## src/rtl/adc_fir_scheduler.sv

```systemverilog
// Round-robin scheduler sharing one multi-channel FIR core between N_CH ADC front ends.
// Optional sticky overrun flags are built when ADC_SCHED_OVERRUN_EN is defined.
module adc_fir_scheduler #(
   parameter int N_CH = 8,
   parameter int DW   = 17,
   parameter int OW   = 18
) (
   input  logic                    processing_clock,
   input  logic                    reset,
   input  logic                    resync,
   input  logic [N_CH-1:0]         sample_valid,
   input  logic [N_CH*DW-1:0]      sample_data,
   input  logic                    fir_rfd,
   input  logic                    fir_rdy,
   input  logic [OW-1:0]           fir_dout,
   output logic                    fir_sclr,
   output logic                    fir_nd,
   output logic [DW-1:0]           fir_din,
   output logic [$clog2(N_CH)-1:0] fir_chan,
   output logic [N_CH*32-1:0]      ch_data,
   output logic [N_CH-1:0]         ch_update,
   output logic [N_CH-1:0]         overrun,
   input  logic                    overrun_clear,
   output logic [1:0]              fsm_state
);

   localparam int CW = $clog2(N_CH);
   localparam logic [1:0] ST_CLR   = 2'd0;
   localparam logic [1:0] ST_IDLE  = 2'd1;
   localparam logic [1:0] ST_ISSUE = 2'd2;

   // Handshake: a sample is handed to the FIR when the scheduler is IDLE, the
   // channel at next_ch is pending and fir_rfd is high; fir_nd pulses the cycle after.
   logic [1:0]      state;
   logic            clr_cnt;
   logic [CW-1:0]   next_ch;
   logic [CW-1:0]   out_ch;
   logic [DW-1:0]   hold [N_CH];
   logic [N_CH-1:0] pending;
   logic [31:0]     ch_reg [N_CH];
   logic            grant;
   logic [N_CH-1:0] grant_vec;
   logic            accept;
   logic [31:0]     ch_word;

   assign grant   = (state == ST_IDLE) && pending[next_ch] && fir_rfd;
   assign accept  = (state != ST_CLR) && !resync;
   assign ch_word = 32'(fir_dout) << (32 - OW);

   always_comb begin
      grant_vec = '0;
      if (grant) grant_vec[next_ch] = 1'b1;
   end

   assign fir_sclr  = (state == ST_CLR);
   assign fir_nd    = (state == ST_ISSUE);
   assign fsm_state = state;

   always_ff @(posedge processing_clock) begin
      if (reset) begin
         state    <= ST_CLR;
         clr_cnt  <= 1'b0;
         next_ch  <= '0;
         fir_din  <= '0;
         fir_chan <= '0;
      end else if (resync) begin
         state   <= ST_CLR;
         clr_cnt <= 1'b0;
         next_ch <= '0;
      end else begin
         case (state)
            ST_CLR: begin
               if (clr_cnt) state <= ST_IDLE;
               clr_cnt <= 1'b1;
            end
            ST_IDLE: begin
               if (grant) begin
                  fir_din  <= hold[next_ch];
                  fir_chan <= next_ch;
                  next_ch  <= (next_ch == CW'(N_CH - 1)) ? '0 : next_ch + 1'b1;
                  state    <= ST_ISSUE;
               end
            end
            ST_ISSUE: state <= ST_IDLE;
            default:  state <= ST_CLR;
         endcase
      end
   end

   // A strobe coinciding with its own grant re-arms pending with the new sample.
   always_ff @(posedge processing_clock) begin
      for (int i = 0; i < N_CH; i++) begin
         if (reset) begin
            hold[i]    <= '0;
            pending[i] <= 1'b0;
         end else if (!accept) begin
            pending[i] <= 1'b0;
         end else if (sample_valid[i]) begin
            hold[i]    <= sample_data[i*DW +: DW];
            pending[i] <= 1'b1;
         end else if (grant_vec[i]) begin
            pending[i] <= 1'b0;
         end
      end
   end

`ifdef ADC_SCHED_OVERRUN_EN
   logic [N_CH-1:0] ovr_set;
   assign ovr_set = accept ? (sample_valid & pending & ~grant_vec) : '0;

   always_ff @(posedge processing_clock) begin
      for (int i = 0; i < N_CH; i++) begin
         if (reset)                overrun[i] <= 1'b0;
         else if (ovr_set[i])      overrun[i] <= 1'b1;
         else if (overrun_clear)   overrun[i] <= 1'b0;
      end
   end
`else
   logic unused_overrun_clear;
   assign unused_overrun_clear = overrun_clear;
   assign overrun = '0;
`endif

   always_ff @(posedge processing_clock) begin
      if (reset) begin
         out_ch    <= '0;
         ch_update <= '0;
         for (int i = 0; i < N_CH; i++) ch_reg[i] <= '0;
      end else begin
         ch_update <= '0;
         if (resync) begin
            out_ch <= '0;
         end else if ((state != ST_CLR) && fir_rdy) begin
            ch_reg[out_ch]    <= ch_word;
            ch_update[out_ch] <= 1'b1;
            out_ch            <= (out_ch == CW'(N_CH - 1)) ? '0 : out_ch + 1'b1;
         end
      end
   end

   for (genvar g = 0; g < N_CH; g++) begin : g_ch_data
      assign ch_data[g*32 +: 32] = ch_reg[g];
   end

endmodule

```

## config.mk

```make
export PLATFORM = sky130hd
export DESIGN_NAME = adc_fir_scheduler
export DESIGN_NICKNAME = d
export VERILOG_FILES = /design/src/rtl/adc_fir_scheduler.sv
export SDC_FILE = /design/constraint.sdc
export NUM_CORES = 1
export LEC_CHECK = 0
export CAP_MARGIN = 0
export CORE_ASPECT_RATIO = 1.1
export CORE_UTILIZATION = 30
export CTS_BUF_LIST = sky130_fd_sc_hd__clkbuf_4
export CTS_CLUSTER_DIAMETER = 80
export DETAILED_ROUTE_END_ITERATION = 6
export SLEW_MARGIN = 10
export SYNTH_ARGS = -nofsm -noshare
export SYNTH_HDL_FRONTEND = slang
export SYNTH_SLANG_ARGS = --single-unit
```

## constraint.sdc

```tcl
create_clock -name processing_clock -period 4 [get_ports processing_clock]
set_input_delay 0.8 -clock processing_clock [delete_from_list [all_inputs] [get_ports processing_clock]]
set_output_delay 0.8 -clock processing_clock [all_outputs]
set_load 0.005 [all_outputs]
```

==> summary.txt <==
Setup path
  • Critical Path Fanout Max: 7
  • Worst setup SP type: flop
  • Setup Crit Path Kind: flop to primary output
  • Worst path cell trace: nor2_2 > clkdlybuf4s50_1
  • Worst Setup End Kind: primary output
  • Slowest CP cell: clkdlybuf4s50_1
  • CP required: 3.20 ns
  • Max stage delay on crit path: 0.57 ns
  • WP data arrival: 2.12 ns

Clock network
  • CTS tree: yes
  • Register clock-pin slew on the reported worst setup and hold paths: 0.07 ns
  • CTS Buf Count: 83
  • Clk Latency, worst-skew pair: 0.79 ns
  • Clk sink count: 325
  • Post-CTS Resized: 0
  • H-tree Lvls: 3
  • Post-CTS setup buffer count: 0
  • Hold buffers post-CTS: 0
  • Clock root cell: clkbuf_4
  • Max Root-Sink Buffers: 3

Pwr
  • Power consumption: 7.20 mW
  • Pwr Density: 377 mW/mm²
  • Leakage power: 7.57 nW
  • VDD IR max: 0.151 mV

STA
  • Fin Hold WS: 0.461 ns
  • RSZ-0062 raised after global routing: false
  • Final hold violations: 0
  • Final worst slack: 1.08 ns
  • Setup Skew: 0.0551 ns
  • Final worst path period share: 72.9%
  • Final setup viols: 0
  • Max-slew headroom: 26.0%
  • Fmax: 343 MHz
  • Worst Tran Pin Value: 1.11 ns
  • Final min period: 2.92 ns
  • TNS Setup: 0 ns
  • Slew Limit Fails: 0

Yosys
  • Yosys cell types: 61
  • Sequential-to-total area share from yosys stat: 65.1%
  • Leading register cell type out of synthesis: edfxtp_1
  • Netlist Area Pre-Place: 0.0143 mm²
  • Mean Syn Cell Area: 13.5 µm²
  • Post-synth top area cell: edfxtp_1
  • Yosys reg bits: 325
  • Syn. warnings: 0
  • Area contributors post-synth: edfxtp_1, buf_4, and2_1
  • Synth top area share: 58.8%
  • Post-synth EDFFs: 280
  • Asr flop ratio synth: 0%
  • Cells after Synth: 1,061

Final layout
  • Syn-to-layout area delta: 33.6%
  • Largest register FFs: 144
  • Layout cells sized above 1: 13.7%
  • Most frequent cells in the layout: clkdlybuf4s50_1, edfxtp_1, and2_1
  • Final Core Density: 40.8%
  • NumNets Final: 1,629
  • Most common library cell in the layout ignoring fill and taps: clkdlybuf4s50_1

Detailed routing
  • # DRC: 0
  • Drt first pass iters: 5
  • Via count: 9,410
  • Antenna viol nets, final: 0
  • Initial detailed-routing violation count: 422
  • Routed WL per cell: 18.9 µm
  • Post-Route WL: 40,900 µm
  • Drt via density: 4.35

Die
  • Ports: 464
  • Core Box Area: 0.0468 mm²
  • Die height: 231 µm
  • Initial core utilization: 30.5%
  • DIE WIDTH: 210 µm
  • Row count: 83
  • Die Area: 0.0485 mm²

Placed design
  • Port bufs: 342
  • DP HPWL: 29,200 µm
  • Routability cong.: 0.872
  • Pre-CTS worst setup slack: 0.424 ns

Run
  • Max-Cap Viols: 0

GRT
  • Vias in the first global route: 9,518
  • Congestion Overflow GR: 0
  • GRT Total Usage: 16.8%
  • Initial antenna violation count: 2
  • First-pass GRT wire length: 58,800 µm
  • Largest net degree at the start of global routing: 138

Min path
  • Worst Hold Class: flop to flop

Run status
  • Status: completed
==> power breakdown <==
part	switching, mW	leakage (nW)	internal, mW
Sequential	0.0335	3.26	3.77
Clock	1.34	0.643	1.54
Combinational	0.243	3.67	0.267
Total	1.62	7.57	5.58
==> cells in the mapped netlist, types with 2 or more instances <==
cell,count
buf_2,29
a22oi_1,13
nand3b_1,2
dfxtp_1,45
a31oi_1,2
clkbuf_2,3
nor3_2,8
nand2_1,38
buf_4,124
o211ai_1,10
o22ai_1,2
a221oi_1,7
a22o_1,2
a211oi_1,3
inv_1,8
mux2i_1,33
buf_6,5
o21a_1,2
nand2b_1,2
mux2_2,8
a311oi_1,2
or2_1,6
mux4_2,8
and2_1,145
nor3_1,4
o31ai_1,7
and3_1,136
a21oi_1,28
o21ai_0,8
nor2_1,24
mux2_1,2
a221o_1,2
nand3_1,3
nor2_4,4
clkbuf_1,22
ha_1,4
nor2b_1,6
o21ai_1,2
edfxtp_1,280
==> cell type report <==
class | instances | area, µm²
Clock inverter | 28 | 166
Tap cell | 637 | 797
Sequential cell | 325 | 9310
Clock buffer | 123 | 923
Inverter | 9 | 33.8
Timing Repair Buffer | 375 | 3680
Antenna cell | 2 | 5.00
Multi-Input combinational cell | 663 | 4190
Fill cell | 4487 | 27700
==> per-stage QoR <==
step	instances	instance area (µm²)
4_1_cts	2160	19100
3_3_place_gp	2009	18000
6_report	2162	19100
5_1_grt	2161	19100
2_1_floorplan	1180	14700
3_5_place_dp	2009	18000
==> cells by family (layout without fill, tap and decap cells) <==
logic type                 after synthesis  in the layout  synth area share (%)
DFF                                    325            325                  65.1
muxes                                   51             51                  4.36
buffers and inverters                  192            535                  8.84
adders and majority gates                4              4                 0.350
other                                    1            122                0.0262
AOI/OAI and AO/OA                      100            100                  5.03
and+or+nand+nor                        388            388                  16.3
==> metal layers <==
metal / up-vias / GRT usage, % / wire, µm
li1: 4454 / - / -
met1: 4381 / 18.2 / 15200
met2: 501 / 29.4 / 20900
met3: 74 / 4.91 / 3400
met4: 0 / 8.65 / 1380
met5: - / 0 / 0
==> critical path, delay by kind of cell (launching register included) <==
kind                   cells  cell delay [ns]
buffers and inverters      1             0.57
DFF                        1             0.40
and+or+nand+nor            1             0.35
==> worst paths after layout <==
kind                                   from                        to  slack, ns  depth (start not counted)
setup / recovery  fsm_state[1]$_SDFFE_PP0P_                  fir_sclr       1.08                          2
hold / removal     fir_din[12]$_SDFFE_PP0P_  fir_din[12]$_SDFFE_PP0P_       0.46                          2
setup reg to reg    next_ch[1]$_SDFFE_PP0P_   fir_din[2]$_SDFFE_PP0P_       1.42                          4
hold reg to reg    fir_din[12]$_SDFFE_PP0P_  fir_din[12]$_SDFFE_PP0P_       0.46                          2
Power figures use the tool's default switching activity.
